--- config.mk ---
export PLATFORM = sky130hd
export DESIGN_NAME = space_wire_pulse_sender
export DESIGN_NICKNAME = d
export VERILOG_FILES = /design/src/rtl/space_wire_pulse_sender.sv
export SDC_FILE = /design/constraint.sdc
export NUM_CORES = 1
export LEC_CHECK = 0
export CAP_MARGIN = 20
export CORE_MARGIN = 2
export CORE_UTILIZATION = 40
export DETAILED_ROUTE_END_ITERATION = 10
export MAX_ROUTING_LAYER = met4
export SETUP_SLACK_MARGIN = 0.05
export SYNTH_ARGS = -nofsm -noshare
export SYNTH_HDL_FRONTEND = slang
export SYNTH_SLANG_ARGS = --single-unit
--- constraint.sdc ---
create_clock -name i_clk -period 2.3 [get_ports i_clk]
set_input_delay 0.23 -clock i_clk [delete_from_list [all_inputs] [get_ports i_clk]]
set_output_delay 0.23 -clock i_clk [all_outputs]
set_load 0.02 [all_outputs]
--- src/rtl/space_wire_pulse_sender.sv ---
// space_wire_pulse_sender
//
// Source end of a clock-domain pulse crossing. Single-cycle events raised in
// the i_clk domain are queued in a small saturating counter. Each one is
// delivered to a far clock domain as a level pulse under a four-phase req/ack
// handshake. While a handshake is in flight, new events accumulate and are
// launched back-to-back. Events are dropped, with a strobe, only when the
// counter is full.
//
// Ports
//   i_clk          : sole clock; all state updates on its rising edge
//   i_reset        : synchronous, active-high reset
//   i_pulse        : one-cycle event request (i_clk domain)
//   i_async_ack    : acknowledge from the far domain (asynchronous)
//   o_async_pulse  : registered request level towards the far domain
//   o_busy         : high while a handshake is in progress
//   o_pending      : number of events queued but not yet launched
//   o_overflow     : one-cycle strobe, an event was dropped (queue full)
//   o_timeout      : one-cycle strobe, a handshake phase was abandoned

module space_wire_pulse_sender #(
  parameter int PENDING_WIDTH = 2,
  parameter int SYNC_STAGES   = 2,
  parameter int MIN_HIGH      = 2,
  parameter int ACK_TIMEOUT   = 255
) (
  input  logic                     i_clk,
  input  logic                     i_reset,
  input  logic                     i_pulse,
  input  logic                     i_async_ack,
  output logic                     o_async_pulse,
  output logic                     o_busy,
  output logic [PENDING_WIDTH-1:0] o_pending,
  output logic                     o_overflow,
  output logic                     o_timeout
);

  // The phase counter has to hold both the minimum-high length and the
  // timeout value, so it is sized for whichever of the two is larger.
  localparam int TO_BITS = (ACK_TIMEOUT > 0) ? $clog2(ACK_TIMEOUT + 1) : 1;
  localparam int MH_BITS = (MIN_HIGH > 0) ? $clog2(MIN_HIGH + 1) : 1;
  localparam int CNT_W   = (TO_BITS > MH_BITS) ? TO_BITS : MH_BITS;

  localparam logic [CNT_W-1:0]         CNT_MAX    = '1;
  localparam logic [CNT_W-1:0]         CNT_ONE    = CNT_W'(1);
  localparam logic [CNT_W-1:0]         MIN_HIGH_C = CNT_W'(MIN_HIGH);
  localparam logic [CNT_W-1:0]         TIMEOUT_C  = CNT_W'(ACK_TIMEOUT);
  localparam bit                       TIMEOUT_EN = (ACK_TIMEOUT != 0);
  localparam logic [PENDING_WIDTH-1:0] PEND_MAX   = '1;
  localparam logic [PENDING_WIDTH-1:0] PEND_ONE   = PENDING_WIDTH'(1);

  typedef enum logic [1:0] {
    ST_IDLE    = 2'd0,
    ST_ASSERT  = 2'd1,
    ST_RELEASE = 2'd2
  } state_t;

  state_t                   state_q, state_d;
  logic [SYNC_STAGES-1:0]   ackSync_q;
  logic [PENDING_WIDTH-1:0] pending_q, pending_d;
  logic [CNT_W-1:0]         phaseCnt_q, phaseCnt_d;
  logic                     pulse_q, busy_q, overflow_q, timeout_q;

  logic ackS;
  logic launch;
  logic timeoutHit;
  logic pendFull;
  logic pendInc;

  // Only the last synchronizer stage is seen by the control logic. The
  // earlier stages exist solely to resolve metastability.
  assign ackS = ackSync_q[SYNC_STAGES-1];

  assign pendFull = (pending_q == PEND_MAX);
  assign pendInc  = i_pulse & ~pendFull;

  // One counter serves both handshake phases (hcnt in ASSERT, rcnt in
  // RELEASE). It is loaded with 1 on every state entry, so its value
  // equals the number of cycles spent in the current state. It
  // saturates rather than wrapping.
  always_comb begin
    state_d    = state_q;
    phaseCnt_d = (phaseCnt_q == CNT_MAX) ? phaseCnt_q : phaseCnt_q + CNT_ONE;
    launch     = 1'b0;
    timeoutHit = 1'b0;
    unique case (state_q)
      ST_IDLE: begin
        // An ack left high by the previous handshake blocks the next launch
        // until it has been seen low.
        if ((pending_q != '0) && !ackS) begin
          state_d    = ST_ASSERT;
          launch     = 1'b1;
          phaseCnt_d = CNT_ONE;
        end
      end
      ST_ASSERT: begin
        if (ackS && (phaseCnt_q >= MIN_HIGH_C)) begin
          state_d    = ST_RELEASE;
          phaseCnt_d = CNT_ONE;
        end else if (TIMEOUT_EN && !ackS && (phaseCnt_q == TIMEOUT_C)) begin
          state_d    = ST_RELEASE;
          phaseCnt_d = CNT_ONE;
          timeoutHit = 1'b1;
        end
      end
      ST_RELEASE: begin
        if (!ackS) begin
          state_d = ST_IDLE;
        end else if (TIMEOUT_EN && (phaseCnt_q == TIMEOUT_C)) begin
          state_d    = ST_IDLE;
          timeoutHit = 1'b1;
        end
      end
      default: begin
        state_d = ST_IDLE;
      end
    endcase
  end

  // A launch and an accepted event in the same cycle cancel out. At the
  // full level an incoming event is dropped, even when a launch frees a
  // slot in that same cycle.
  always_comb begin
    pending_d = pending_q;
    unique case ({pendInc, launch})
      2'b10:   pending_d = pending_q + PEND_ONE;
      2'b01:   pending_d = pending_q - PEND_ONE;
      default: pending_d = pending_q;
    endcase
  end

  // All outputs are registered. The request level and busy flag are derived
  // from the next state, so they change on the same edge as the state.
  always_ff @(posedge i_clk) begin
    if (i_reset) begin
      state_q    <= ST_IDLE;
      ackSync_q  <= '0;
      pending_q  <= '0;
      phaseCnt_q <= '0;
      pulse_q    <= 1'b0;
      busy_q     <= 1'b0;
      overflow_q <= 1'b0;
      timeout_q  <= 1'b0;
    end else begin
      state_q    <= state_d;
      ackSync_q  <= {ackSync_q[SYNC_STAGES-2:0], i_async_ack};
      pending_q  <= pending_d;
      phaseCnt_q <= phaseCnt_d;
      pulse_q    <= (state_d == ST_ASSERT);
      busy_q     <= (state_d != ST_IDLE);
      overflow_q <= i_pulse & pendFull;
      timeout_q  <= timeoutHit;
    end
  end

  assign o_async_pulse = pulse_q;
  assign o_busy        = busy_q;
  assign o_pending     = pending_q;
  assign o_overflow    = overflow_q;
  assign o_timeout     = timeout_q;

endmodule
==> impl_results.md <==
* Result of the run: complete, no violations
* Layout net count at between 100 and 150
* Crit share post-route at 86.6%
* Number of placement rows at 17
* Simple-Gate Fraction of Synth Area at between 20% and 30%
* Maximum buffer depth of the clock tree at 2
* Worst setup slack after placement at 0.335 ns
* Synth-to-layout area growth at 15.3%
* RSZ-0062 raised after global routing: no
* CP Launch Type: flip-flop
* Vias at roughly 700
* Worst Path Required at 2.53 ns
* Wire per inst at 12.1 um
* Maximum number of pins on one net before global-route repair at 11
* Syn avg cell area at 9.52 um^2
* Worst-case headroom to the max-slew limit at between 70% and 80%
* Inserted Clock Buffers at 3
* Number of synthesized flops with an enable pin at 0
* Worst hold path class: reg2reg
* Post-synthesis mux area share at 1.07%
* Total Die Area at 2740 um^2
* Compound-gate portion of the synthesized area at 19.7%
* Worst-case clock skew at 0.0101 ns
* Data arrival time of the critical path at 2.22 ns
* Area of the mapped netlist at 933 um^2
* Drt via density at 5.13
* Vias in the first global route at 697
* Post-Place Cell Area at 1040 um^2
* Unique masters post-synth at 39
* Power density over cell area at 982 nW/um^2
* GRT Overall Usage at ~16%
* Flip-flop and latch count after synthesis at 18
* Crit-path most repeated cell: sky130_fd_sc_hd__inv_1
* Maximum vdd drop at about 0.58 mV
* Setup ws final at about 0.3 ns
* Final instance area at about 1100 um^2
* Initial standard-cell utilization of the core at 42.2%
* Most common flop cell mapped by yosys: sky130_fd_sc_hd__dfxtp_1
* Number of H-tree levels at 1
* Worst stage delay on the critical path at 0.35 ns
* Count of buffers from port buffering at 9
* Layout cells sized above 1 at 14.7%
* Core utilization of the finished layout at approximately half
* Sequential share of the synthesized area at 38.6%
* Vertical die dimension at 52.3 um
* Total wirelength of the detailed-routed design at 1660 um
* Routability Congestion at between 0.8 and 0.9
* Count of final max-slew check failures at 0
* Placed wire-length estimate at ~1300 um
* Worst-path cell with the longest stage delay: sky130_fd_sc_hd__dfxtp_1
* Maximum achievable frequency at between 500 and 600 MHz
* Number of instances resized during post-cts repair at 0
* Residual DRC at 0
* Total power at 1.06 mW
* Drt initial violations at 11
* Fraction of synthesis flops using an asynchronous set or reset pin at 0%
* Crit-path cells: inv_1 -> ha_1 -> inv_1 -> or2_2 -> inv_1 -> ha_1 -> or3_1 -> a21oi_1
* Post-synthesis xor/xnor area fraction at 3.75%
* Count of antenna diodes in the layout at 0
* Clock tree root driver cell: sky130_fd_sc_hd__clkbuf_4
* Final-report hold violation count at 0
* Max_cap viols at 0
* Total nets after synthesis at 109
* Antenna violations before repair at 0
* Aggregate negative setup slack at 0 ns
* Top-level port count at 10
* Cell count after synthesis at 98
* X dimension of the die at 52.3 um
* Combinational family with the most area after synthesis: simple AND/OR/NAND/NOR gates
* Clk sinks at 18
* Clk_lat worst skew at 0.30 ns
* # hold bufs at CTS at 0
* Critical path startpoint: state_q[0]
* Number of nets still failing antenna checks after routing at 0
* Placeable core region at 2210 um^2
* Transition time at the pin with the least slew margin at 0.367 ns
* Crit Path Max Fanout at 3
* Total overflow reported by the global router at 0
* Pleak at ~0.42 nW
* Buffering stage count on the worst path with inverters included at 3
* Wire length of the first global-routing pass at 3040 um
* Kind of critical path: reg2reg
* Post-CTS setup buffer count at 0
* Number of search-and-repair iterations in the first detailed-routing pass at 5
* Yosys warning total at 0
* Clock slew at the register clock pins of the worst setup and hold paths at around 0.09 ns
* Arithmetic-cell share of the synthesized area counting full adders, half adders and majority gates at 9.38%
* Min-delay src: ackSync_q[0]
* FF-to-FF Start: state_q[0]
* Min Clock Period, post-route at 1.99 ns
* Kind of cell adding the most delay to the critical path: simple AND/OR/NAND/NOR gates
* Final setup violation count at 0
* Nature of the critical path endpoint: flip-flop
* Clock tree from TritonCTS: done
power breakdown:
part | internal [mW] | switching, mW
sequential | 0.367 | 0.0513
combinational | 0.217 | 0.226
clock | 0.0966 | 0.0991
total | 0.680 | 0.376
layout make-up:
cell class	instances	area, um^2
fill	229	1140
multi-input combinational	72	528
sequential	18	360
timing repair buffer	10	97.6
clock buffer	4	36.3
tap	28	35.0
inverter	5	18.8
cells in the mapped netlist, types with 2 or more instances:
library cell	number	area (um^2)
sky130_fd_sc_hd__dfxtp_1	18	360
sky130_fd_sc_hd__nor2_1	8	30.0
sky130_fd_sc_hd__ha_1	7	87.6
sky130_fd_sc_hd__nand2_1	6	22.5
sky130_fd_sc_hd__inv_1	5	18.8
sky130_fd_sc_hd__nand3_1	5	25.0
sky130_fd_sc_hd__o21ai_0	4	20.0
sky130_fd_sc_hd__a21oi_1	3	15.0
sky130_fd_sc_hd__a31oi_1	3	18.8
sky130_fd_sc_hd__a211oi_2	2	25.0
sky130_fd_sc_hd__buf_6	2	22.5
sky130_fd_sc_hd__nand4_1	2	12.5
sky130_fd_sc_hd__nor2b_1	2	12.5
sky130_fd_sc_hd__nor3b_1	2	15.0
sky130_fd_sc_hd__o21bai_1	2	15.0
sky130_fd_sc_hd__or2_2	2	12.5
sky130_fd_sc_hd__xnor2_1	2	17.5
sky130_fd_sc_hd__xor2_1	2	17.5
metal layers:
metal	vias to the layer above	track usage, %	part of all wire [%]
met3	4	5.14	3.9
met5	-	-	0
met1	316	18.0	47
li1	370	-	-
met2	13	25.4	46
met4	0	8.97	2.8
final timing paths:
| path | end | slack (ns) | depth (start not counted) |
|---|---|---|---|
| hold / removal | ackSync_q[1] | 0.46 | 1 |
| setup reg to reg | o_pending[1] | 0.31 | 8 |
| hold reg to reg | ackSync_q[1] | 0.46 | 1 |
| setup / recovery | o_pending[1] | 0.31 | 8 |
cell usage in the layout, fill, tap and decap left out, types with 2 or more instances in the layout:
master / count
sky130_fd_sc_hd__a211oi_2: 2
sky130_fd_sc_hd__a21oi_1: 3
sky130_fd_sc_hd__a31oi_1: 3
sky130_fd_sc_hd__clkbuf_4: 3
sky130_fd_sc_hd__clkdlybuf4s50_1: 9
sky130_fd_sc_hd__dfxtp_1: 18
sky130_fd_sc_hd__ha_1: 7
sky130_fd_sc_hd__inv_1: 5
sky130_fd_sc_hd__nand2_1: 6
sky130_fd_sc_hd__nand3_1: 5
sky130_fd_sc_hd__nand4_1: 2
sky130_fd_sc_hd__nor2_1: 8
sky130_fd_sc_hd__nor2b_1: 2
sky130_fd_sc_hd__nor3b_1: 2
sky130_fd_sc_hd__o21ai_0: 4
sky130_fd_sc_hd__o21bai_1: 2
sky130_fd_sc_hd__or2_2: 2
sky130_fd_sc_hd__xnor2_1: 2
sky130_fd_sc_hd__xor2_1: 2
logic make-up (layout without fill, tap and decap cells):
kind of cell | Yosys count | count (layout)
adder cells (fa/ha/maj) | 7 | 7
AO/OA/AOI/OAI | 22 | 22
buffers and inverters | 8 | 19
flip-flops | 18 | 18
AND/OR/NAND/NOR | 38 | 38
XOR/XNOR | 4 | 4
multiplexers | 1 | 1
registers in the layout, summed over array words and instances (netlist names):
| name | count |
|---|---|
| o_timeout | 1 |
| o_overflow | 1 |
| o_pending | 2 |
| o_async_pulse | 1 |
| o_busy | 1 |
| state_q | 2 |
| phaseCnt_q | 8 |
| ackSync_q | 2 |
per-stage QoR:
stage | hold slack (ns) | instances
final | 0.457 | 137
after global routing | 0.476 | 137
after CTS | 0.460 | 137
after detailed placement | 0.444 | 133
after global placement | 0.430 | 133
after floorplan | 0.358 | 98
No activity file was read; power rests on OpenSTA's default activity.
==> edit (same settings) <==
The 3 states of `state_t` get a one-hot encoding in 3 bits.
--- a/src/rtl/space_wire_pulse_sender.sv
+++ b/src/rtl/space_wire_pulse_sender.sv
@@ -51,6 +51,6 @@
 
-  typedef enum logic [1:0] {
-    ST_IDLE    = 2'd0,
-    ST_ASSERT  = 2'd1,
-    ST_RELEASE = 2'd2
+  typedef enum logic [2:0] {
+    ST_IDLE    = 3'b001,
+    ST_ASSERT  = 3'b010,
+    ST_RELEASE = 3'b100
   } state_t;
Check against the original RTL: same outputs for any inputs over 10 cycles, from zero or initial values and one cycle with i_reset high; not proved beyond that.
==> edit against the original RTL <==
- setup slack gained 0.13 ns
- total power shrank 8.7%
- final area shrank 1.0%
- routed wire length grew 3.0%
- non-clock buffer count grew 1
- area after synthesis shrank 0.94%
- sequential cell count grew 1
- core utilization is essentially flat
- critical path type unchanged
- largest cell class unchanged
- highest routed layer unchanged
==> edit: results (changes against the original RTL) <==
Cells and area
  • Share of layout cells above drive strength 1: 13.89% (-0.79 points)
  • Reg area: 380.4 sq um (+5.6%)
  • Fin nets: 116 (-4.1%)

Power
  • Max IR drop VDD: 591.3 uV (+2.5%)
  • Leak: 0.0003769 uW (-9.8%)

Logic synthesis
  • Syn Area/Cell: 9.532 sq um (about the same)
  • Seq/Total Area, Yosys: 41.14% (+2.5 points)
  • Synth cell count leaders: 19 x dfxtp_1, 9 x nor2_1, 6 x nand2_1, 4 x nor3_1

Route
  • Avg Vias per Cell: 5.390 (+5.0%)
  • Total Wirelength: 1.709 mm (+3.0%)
  • Vias: 733 (+4.3%)

Status
  • Status: completed

Placement
  • Dpl ws: 0.4483 ns (+0.1134 ns)
  • Placed Cells: 132 (-0.75%)
  • GP Congestion: 0.7592 (-12%)
  • Hpwl dp: 1.303 mm (+2.9%)
  • Placed Instance Area: 1039 sq um (-0.12%)

Setup path
  • Max incr delay on CP: 0.39 ns (+0.04 ns)
  • CP max FO: 7 (+4)
  • Register-to-register setup slack: 0.43 ns (+0.13 ns)
  • WP data arrival: 2.11 ns (-0.11 ns)

Global route
  • GRT Util Overall: 15.84% (-0.28 points)
  • Largest net degree at the start of global routing: 12 (+1)
  • Global-route wire length before repair: 3.029 mm (-0.43%)

STA
  • Final Skew: 0.0009337 ns (-0.009158 ns)
  • Worst-Margin Slew: 0.3498 ns (-0.01737 ns)
edit: cell types whose count changed in the layout (fill, tap and decap cells not counted), moves of 2 or more:
cell,delta
or2_2,-2
inv_1,-2
nor3_1,+3
a211oi_1,+3
o21bai_1,-2
a2111oi_1,+2
ha_1,-4
nand3_1,-2
edit: area by class of cell:
type	instances	area share, %
clock buffers	4	2.468
multi-input cells	71	47.59
repair buffers	11	9.871
inverters	3	1.058
flip-flops and latches	19	35.72
well taps	28	3.290
edit: per-layer routing:
layer | wire (microns) | share of wire (%) | global-route usage, %
met1 | 827 | 48 | 20.00
met2 | 786 | 46 | 23.63
met3 | 55 | 3.2 | 3.736
met4 | 39 | 2.3 | 7.895
met5 | 0 | 0 | -
edit: path summary, 6_finish.rpt:
kind                                 from                   endpoint  cells after the start
setup reg to reg  ackSync_q[1]$_SDFF_PP0_  o_pending[1]$_SDFFE_PP0P_                      6
hold / removal    ackSync_q[0]$_SDFF_PP0_    ackSync_q[1]$_SDFF_PP0_                      1
hold reg to reg   ackSync_q[0]$_SDFF_PP0_    ackSync_q[1]$_SDFF_PP0_                      1
setup / recovery  ackSync_q[1]$_SDFF_PP0_  o_pending[1]$_SDFFE_PP0P_                      6
edit: where the power goes:
group / internal [uW] / total [uW] / switching (uW)
Sequential: 385 / 447 / 61.9
Combinational: 169 / 345 / 177
Clock: 67.7 / 172 / 104
edit: cells by family after synthesis:
| group | Yosys count | synth area share [%] |
|---|---|---|
| adders and majority gates | 3 | 4.060 |
| AOI/OAI and AO/OA | 21 | 18.40 |
| xor gates and xnor gates | 5 | 4.737 |
| muxes | 1 | 1.083 |
| DFF | 19 | 41.14 |
| and+or+nand+nor | 41 | 26.52 |
| buffers and inverters | 7 | 4.060 |
